<file path="src/rtl/lane_dly_step_ctrl.sv">
// Per-lane delay-line step sequencer: turns one training request into the PAUSE/LOAD/MOVE pulse train.
// Optional tap-position tracking with clamp-based out-of-range: define LANE_DLY_TAP_TRACK_EN.
module lane_dly_step_ctrl #(
    parameter int PAUSE_SETUP = 4,
    parameter int MOVE_GAP    = 2,
    parameter int SETTLE      = 8
`ifdef LANE_DLY_TAP_TRACK_EN
    ,
    parameter int TAP_MAX     = 255
`endif
) (
    input  logic       FAB_CLK,
    input  logic       RESET,
    input  logic       REQ_VALID,
    output logic       REQ_READY,
    input  logic       REQ_SEL,
    input  logic       REQ_LOAD,
    input  logic       REQ_DIR,
    input  logic [7:0] REQ_STEPS,
    input  logic       RX_DELAY_LINE_OUT_OF_RANGE,
    input  logic       TX_DELAY_LINE_OUT_OF_RANGE,
    output logic       DELAY_LINE_SEL,
    output logic       DELAY_LINE_LOAD,
    output logic       DELAY_LINE_DIRECTION,
    output logic       DELAY_LINE_MOVE,
    output logic       HS_IO_CLK_PAUSE,
    output logic       DONE,
    output logic       DONE_OOR,
    output logic [7:0] STEPS_DONE
`ifdef LANE_DLY_TAP_TRACK_EN
    ,
    output logic [7:0] RX_TAP_POS,
    output logic [7:0] TX_TAP_POS
`endif
);

    typedef enum logic [2:0] {
        S_IDLE,
        S_PRE,
        S_LOAD,
        S_MOVE,
        S_GAP,
        S_SETTLE
    } state_e;

    state_e     state_q;
    logic [7:0] cnt_q;
    logic       sel_q;
    logic       dir_q;
    logic       load_q;
    logic [7:0] steps_q;
    logic [7:0] issued_q;
    logic       oor_q;
    logic       ready_q;
    logic       pause_q;
    logic       ld_q;
    logic       mv_q;
    logic       done_q;
    logic       done_oor_q;
    logic [7:0] steps_done_q;

    logic       accept;
    logic       oor_sel;
    logic       clamp_oor;
    logic [7:0] issued_d;

    assign accept   = REQ_VALID && ready_q && (state_q == S_IDLE);
    // Only the flag of the delay line actually being moved matters.
    assign oor_sel  = sel_q ? TX_DELAY_LINE_OUT_OF_RANGE : RX_DELAY_LINE_OUT_OF_RANGE;
    assign issued_d = (issued_q == 8'hFF) ? issued_q : issued_q + 8'd1;

    always_ff @(posedge FAB_CLK) begin
        if (RESET) begin
            state_q      <= S_IDLE;
            cnt_q        <= 8'd0;
            sel_q        <= 1'b0;
            dir_q        <= 1'b0;
            load_q       <= 1'b0;
            steps_q      <= 8'd0;
            issued_q     <= 8'd0;
            oor_q        <= 1'b0;
            ready_q      <= 1'b1;
            pause_q      <= 1'b0;
            ld_q         <= 1'b0;
            mv_q         <= 1'b0;
            done_q       <= 1'b0;
            done_oor_q   <= 1'b0;
            steps_done_q <= 8'd0;
        end else begin
            ld_q   <= 1'b0;
            mv_q   <= 1'b0;
            done_q <= 1'b0;
            case (state_q)
                S_IDLE: begin
                    if (accept) begin
                        state_q      <= S_PRE;
                        cnt_q        <= 8'(PAUSE_SETUP - 1);
                        ready_q      <= 1'b0;
                        pause_q      <= 1'b1;
                        sel_q        <= REQ_SEL;
                        dir_q        <= REQ_DIR;
                        load_q       <= REQ_LOAD;
                        steps_q      <= REQ_STEPS;
                        issued_q     <= 8'd0;
                        oor_q        <= 1'b0;
                        done_oor_q   <= 1'b0;
                        steps_done_q <= 8'd0;
                    end
                end
                S_PRE: begin
                    if (cnt_q == 8'd0) begin
                        if (load_q) begin
                            state_q <= S_LOAD;
                            ld_q    <= 1'b1;
                        end else if (steps_q != 8'd0) begin
                            state_q  <= S_MOVE;
                            mv_q     <= 1'b1;
                            issued_q <= issued_d;
                        end else begin
                            state_q <= S_SETTLE;
                            cnt_q   <= 8'(SETTLE - 1);
                        end
                    end else begin
                        cnt_q <= cnt_q - 8'd1;
                    end
                end
                S_LOAD: begin
                    state_q <= S_SETTLE;
                    cnt_q   <= 8'(SETTLE - 1);
                end
                S_MOVE: begin
                    if (issued_q < steps_q) begin
                        state_q <= S_GAP;
                        cnt_q   <= 8'(MOVE_GAP - 1);
                    end else begin
                        state_q <= S_SETTLE;
                        cnt_q   <= 8'(SETTLE - 1);
                    end
                end
                S_GAP: begin
                    if (oor_sel) begin
                        oor_q   <= 1'b1;
                        state_q <= S_SETTLE;
                        cnt_q   <= 8'(SETTLE - 1);
                    end else if (cnt_q == 8'd0) begin
                        state_q  <= S_MOVE;
                        mv_q     <= 1'b1;
                        issued_q <= issued_d;
                    end else begin
                        cnt_q <= cnt_q - 8'd1;
                    end
                end
                S_SETTLE: begin
                    if (oor_sel) oor_q <= 1'b1;
                    // Leaving SETTLE: the DONE cycle is already IDLE, so a held request re-accepts here.
                    if (cnt_q == 8'd0) begin
                        state_q      <= S_IDLE;
                        pause_q      <= 1'b0;
                        ready_q      <= 1'b1;
                        done_q       <= 1'b1;
                        done_oor_q   <= oor_q | oor_sel | clamp_oor;
                        steps_done_q <= issued_q;
                    end else begin
                        cnt_q <= cnt_q - 8'd1;
                    end
                end
                default: begin
                    state_q <= S_IDLE;
                    pause_q <= 1'b0;
                    ready_q <= 1'b1;
                end
            endcase
        end
    end

`ifdef LANE_DLY_TAP_TRACK_EN
    logic [7:0] rx_tap_q;
    logic [7:0] tx_tap_q;
    logic       clamp_q;
    logic [7:0] tap_cur;
    logic [7:0] tap_d;
    logic       tap_hit;

    assign tap_cur = sel_q ? tx_tap_q : rx_tap_q;
    assign tap_hit = dir_q ? (tap_cur >= 8'(TAP_MAX)) : (tap_cur == 8'd0);
    assign tap_d   = dir_q ? tap_cur + 8'd1 : tap_cur - 8'd1;

    // Position follows the pulse one cycle later; a blocked move is remembered for DONE_OOR.
    always_ff @(posedge FAB_CLK) begin
        if (RESET) begin
            rx_tap_q <= 8'd0;
            tx_tap_q <= 8'd0;
            clamp_q  <= 1'b0;
        end else begin
            if (accept) clamp_q <= 1'b0;
            if (ld_q) begin
                if (sel_q) tx_tap_q <= 8'd1;
                else       rx_tap_q <= 8'd1;
            end else if (mv_q) begin
                if (tap_hit)    clamp_q  <= 1'b1;
                else if (sel_q) tx_tap_q <= tap_d;
                else            rx_tap_q <= tap_d;
            end
        end
    end

    assign clamp_oor  = clamp_q;
    assign RX_TAP_POS = rx_tap_q;
    assign TX_TAP_POS = tx_tap_q;
`else
    assign clamp_oor = 1'b0;
`endif

    assign REQ_READY            = ready_q;
    assign DELAY_LINE_SEL       = sel_q;
    assign DELAY_LINE_DIRECTION = dir_q;
    assign DELAY_LINE_LOAD      = ld_q;
    assign DELAY_LINE_MOVE      = mv_q;
    assign HS_IO_CLK_PAUSE      = pause_q;
    assign DONE                 = done_q;
    assign DONE_OOR             = done_oor_q;
    assign STEPS_DONE           = steps_done_q;

endmodule

</file>
<file path="config.mk">
export PLATFORM = sky130hd
export DESIGN_NAME = lane_dly_step_ctrl
export DESIGN_NICKNAME = d
export VERILOG_FILES = /design/src/rtl/lane_dly_step_ctrl.sv
export SDC_FILE = /design/constraint.sdc
export NUM_CORES = 1
export LEC_CHECK = 0
export ABC_CLOCK_PERIOD_IN_PS = 2500
export CORE_ASPECT_RATIO = 0.75
export CORE_MARGIN = 2
export CORE_UTILIZATION = 35
export CTS_CLUSTER_SIZE = 40
export DETAILED_ROUTE_END_ITERATION = 10
export PLACE_DENSITY = 0.61
export SYNTH_ARGS = -nofsm -noshare
export SYNTH_HDL_FRONTEND = slang
export SYNTH_SLANG_ARGS = --single-unit
</file>
<file path="constraint.sdc">
create_clock -name FAB_CLK -period 2.5 [get_ports FAB_CLK]
set_clock_uncertainty 0.1 [all_clocks]
set_input_delay 0.5 -clock FAB_CLK [delete_from_list [all_inputs] [get_ports FAB_CLK]]
set_output_delay 0.5 -clock FAB_CLK [all_outputs]
set_load 0.01 [all_outputs]
</file>
==> results by group, run 1 <==
Timing
  – Rel. slew slack: 54.2%
  – Slew at the pin closest to its max-slew limit: 0.687 ns
  – Final Max Slew Viols: 0
  – Crit path time final: 2.33 ns
  – Fin crit share: 93.1%
  – Fmax: 0.430 GHz
  – Hold Violations, Final: 0
  – Final Setup Violations: 0
  – RSZ-0062 raised after global routing: no

Routing
  – Via/cell ratio: 5.38
  – WL/cell: 14.7 microns
  – DRC: 0
  – 1st-iter DRT viols: 247
  – Vias: 2458
  – Final WL: 6.74 mm
  – Pre-antenna DRT Iters: 4
  – Routed Antenna Nets: 0

Clock tree
  – CTS Buf Count: 5
  – Worst-path clk slew: 0.09 ns
  – H-tree Lvls: 2
  – TritonCTS clock tree: done
  – Clock root cell: clkbuf_8
  – Post-CTS setup buffer count: 0
  – Clock Path Buffers: 2
  – Worst skew pair latency: 0.31 ns
  – Clock Sinks: 45

Finish
  – N_diodes: 0
  – Fin area: 3140 sq um
  – Area taken by multi-input logic gates: 1470 sq um
  – Area Growth Syn to Fin: 24.9%
  – Core Util, Final: 45.7%
  – Storage element area: 901 sq um
  – Cell Count, Final, Fillers Out: 457
  – Fillers: 701
  – Layout Nets: 385
  – Share of layout cells above drive strength 1: 9.75%

Die
  – Die footprint: 7880 sq um
  – Num ports: 32
  – Die Width: 102 microns
  – Initial core utilization: 36.6%
  – Placement row count: 26
  – DIE HEIGHT: 77.4 microns
  – Core area: 6860 sq um

Global route
  – Initial antenna violation count: 0
  – First-pass GRT wire length: 11.5 mm
  – Largest net degree at the start of global routing: 26
  – GR Util met2: 25.3%
  – Remaining global-route overflow: 0
  – GR Util All Layers: 18.1%
  – Vias in the first global route: 2332
  – Grt met1 use: 28.3%
  – Most crowded layer after global routing: met1
  – Grt met3 use: 3.78%

Critical path
  – Worst r2r src: cnt_q[0]$_SDFFE_PP0P_
  – Slowest-stage cell, CP: or3_1
  – Crit path cell chain: inv_1 -> ha_1 -> nor3b_1 -> and2_1 -> buf_4 -> or3_1 -> or3_1 -> a31oi_1
  – Worst EP arrival: 2.45 ns
  – Max stage delay on crit path: 0.39 ns
  – Worst Setup SP: cnt_q[0]$_SDFFE_PP0P_
  – CP max FO: 15
  – Top cell by count, worst path: or3_1
  – CP Capture Type: flop
  – Setup CP Type: reg2reg
  – Worst Setup Start Kind: flop
  – CP Data Required Time: 2.62 ns
  – FF-to-FF path depth: 8

Synthesis
  – Post-synth EDFFs: 0
  – Synth cell types: 56
  – Syn Nets: 347
  – Synth Area in Simple Gates: 23.8%
  – Synth Area in Adders: 5.48%
  – Mapped Cells: 320
  – Mux cell area share after synthesis: 1.25%
  – Largest family of logic cells by synthesized area: compound AO/OA/AOI/OAI gates
  – Syn Std Cell Area: 2510 sq um
  – Mean Syn Cell Area: 7.85 sq um
  – Synth Area in Compound Gates: 27.2%
  – Most frequent cell after synthesis: nand2_1
  – Synth Flop Type: dfxtp_1
  – Synth warn: 0
  – Post-synthesis xor/xnor area fraction: 0.349%
  – FFs w/ async S/R, synth: 0%
  – Seq/Total Area, Yosys: 35.9%
  – Biggest area consumer among synthesized cells: dfxtp_1
  – Top-area cell type share of the netlist area: 35.9%
  – Synth top area cells: dfxtp_1 (36%), nand2_1 (7.6%), a21oi_1 (7.6%), ha_1 (5.5%), nor2_1 (3.0%)
  – #FFs+latches synth: 45
  – Synth top cells by count: nand2_1 (51), dfxtp_1 (45), a21oi_1 (38), nor2_1 (20), clkbuf_1 (18)

Place
  – Placed instance area: 3010 sq um
  – Number of port buffers: 31
  – Final GP Congestion: 0.850
  – Dpl hpwl: 4.97 mm
  – Placed cell count: 449

Power and ir drop
  – Power consumption: 3.21 mW
  – Sequential power share: 29.6%
  – Lkg Pwr: 1.17 nW
  – Worst VDD drop: 0.000373 V
  – Clk network pwr share: 18.4%
  – Power Internal: 1.82 mW
  – P per Cell Area: 1020 nW/um^2
  – Sw Ratio: 43.3%
  – Logic gate share of total power: 52.0%
  – Switching pwr: 1.39 mW

Hold path
  – Worst min path class: reg2reg
  – Hold path cells: 2
  – Hold path start: STEPS_DONE[5]$_SDFFE_PP0P_

Job
  – Maxcap violations: 0

Outcome
  – Status: complete, no violations
[flip-flops by register name (all words and copies together), names as in the netlist]
signal	cells
DONE_OOR	1
DELAY_LINE_DIRECTION	1
STEPS_DONE	8
DELAY_LINE_LOAD	1
cnt_q	8
oor_q	1
steps_q	8
DELAY_LINE_MOVE	1
issued_q	8
DELAY_LINE_SEL	1
HS_IO_CLK_PAUSE	1
state_q	3
DONE	1
REQ_READY	1
load_q	1
[path summary, 6_finish.rpt]
| path | endpoint | slack [ns] |
|---|---|---|
| min reg2reg | STEPS_DONE[5]$_SDFFE_PP0P_ | 0.35 |
| max reg2reg | cnt_q[7]$_SDFFE_PP0P_ | 0.17 |
| min | STEPS_DONE[5]$_SDFFE_PP0P_ | 0.35 |
| max | cnt_q[7]$_SDFFE_PP0P_ | 0.17 |
[power by group through the flow]
stage	logic (mW)	registers (mW)	clock network [mW]
2_1_floorplan	1.17	0.937	0
5_1_grt	1.87	0.972	0.630
3_3_place_gp	1.61	0.963	0
3_5_place_dp	1.62	0.967	0
6_report	1.67	0.951	0.590
4_1_cts	1.63	0.951	0.605
[worst max-delay path, delay by kind of cell, from the launching register on]
| family | cells | cell delay [ns] |
|---|---|---|
| compound gates | 1 | 0.19 |
| fa+ha+maj | 1 | 0.23 |
| buf+inv | 2 | 0.29 |
| flops | 1 | 0.38 |
| simple gates | 4 | 1.06 |
[logic make-up after synthesis]
kind of cell,after synthesis
xor+xnor,1
buf+inv,36
mux,3
flops,45
compound gates,102
fa+ha+maj,11
simple gates,122
[layer usage]
| layer | vias up | part of all wire (%) | wire length (microns) |
|---|---|---|---|
| met4 | 0 | 0.46 | 31 |
| met3 | 5 | 7.3 | 489 |
| met5 | - | 0 | 0 |
| li1 | 1246 | - | - |
| met1 | 1131 | 50 | 3390 |
| met2 | 76 | 42 | 2830 |
[cell type report]
type	count	area share (%)
clock buffer	6	2.63
timing repair buffer	52	14.9
multi-input combinational	239	46.8
clock inverter	2	1.20
sequential	45	28.7
tap	98	3.91
inverter	15	1.79
[what timing repair did]
action,4_1_cts,5_1_grt
setup endpoints to repair,0,2
endpoints found under the hold margin,0,0
resized for setup,0,1
hold buffers,0,0
[stage by stage]
stage	hold WS (ns)	TNS (ns)	setup WS, ns
global route	0.379	0	0.0352
global placement	0.339	-0.0625	-0.0402
floorplan	0.344	0	0.165
CTS	0.357	0	0.153
finish	0.353	0	0.172
detailed placement	0.344	-0.101	-0.0663
[cells in the final DEF, fill, tap and decap left out, types with 4 or more instances in the layout]
cell,instances
o21ai_0,12
o211ai_1,9
nand2_1,51
or3_1,5
clkdlybuf4s50_1,31
nor2b_1,4
dfxtp_1,45
nor3_1,8
inv_1,14
ha_1,11
buf_4,21
a211oi_1,4
a21oi_1,38
o31ai_1,6
and3_1,5
clkbuf_8,6
nand4_1,7
nor2_1,20
(Power assumes the default switching activity.)
==> run 2: changes to the inputs <==
--- a/config.mk
+++ b/config.mk
@@ -9,6 +9,7 @@
 export CORE_ASPECT_RATIO = 0.75
 export CORE_MARGIN = 2
 export CORE_UTILIZATION = 35
+export CTS_CLUSTER_DIAMETER = 100
 export CTS_CLUSTER_SIZE = 40
 export DETAILED_ROUTE_END_ITERATION = 10
 export PLACE_DENSITY = 0.61
==> results of run 2 <==
Same layout as run 1: the final DEF is identical, and so are final timing and power.
==> run 3: changes to the inputs <==
--- a/config.mk
+++ b/config.mk
@@ -13,6 +13,7 @@
 export CTS_CLUSTER_SIZE = 40
 export DETAILED_ROUTE_END_ITERATION = 10
 export PLACE_DENSITY = 0.61
+export SKIP_CTS_REPAIR_TIMING = 1
 export SYNTH_ARGS = -nofsm -noshare
 export SYNTH_HDL_FRONTEND = slang
 export SYNTH_SLANG_ARGS = --single-unit
==> results of run 3 <==
Same layout as run 1: the final DEF is identical, and so are final timing and power.
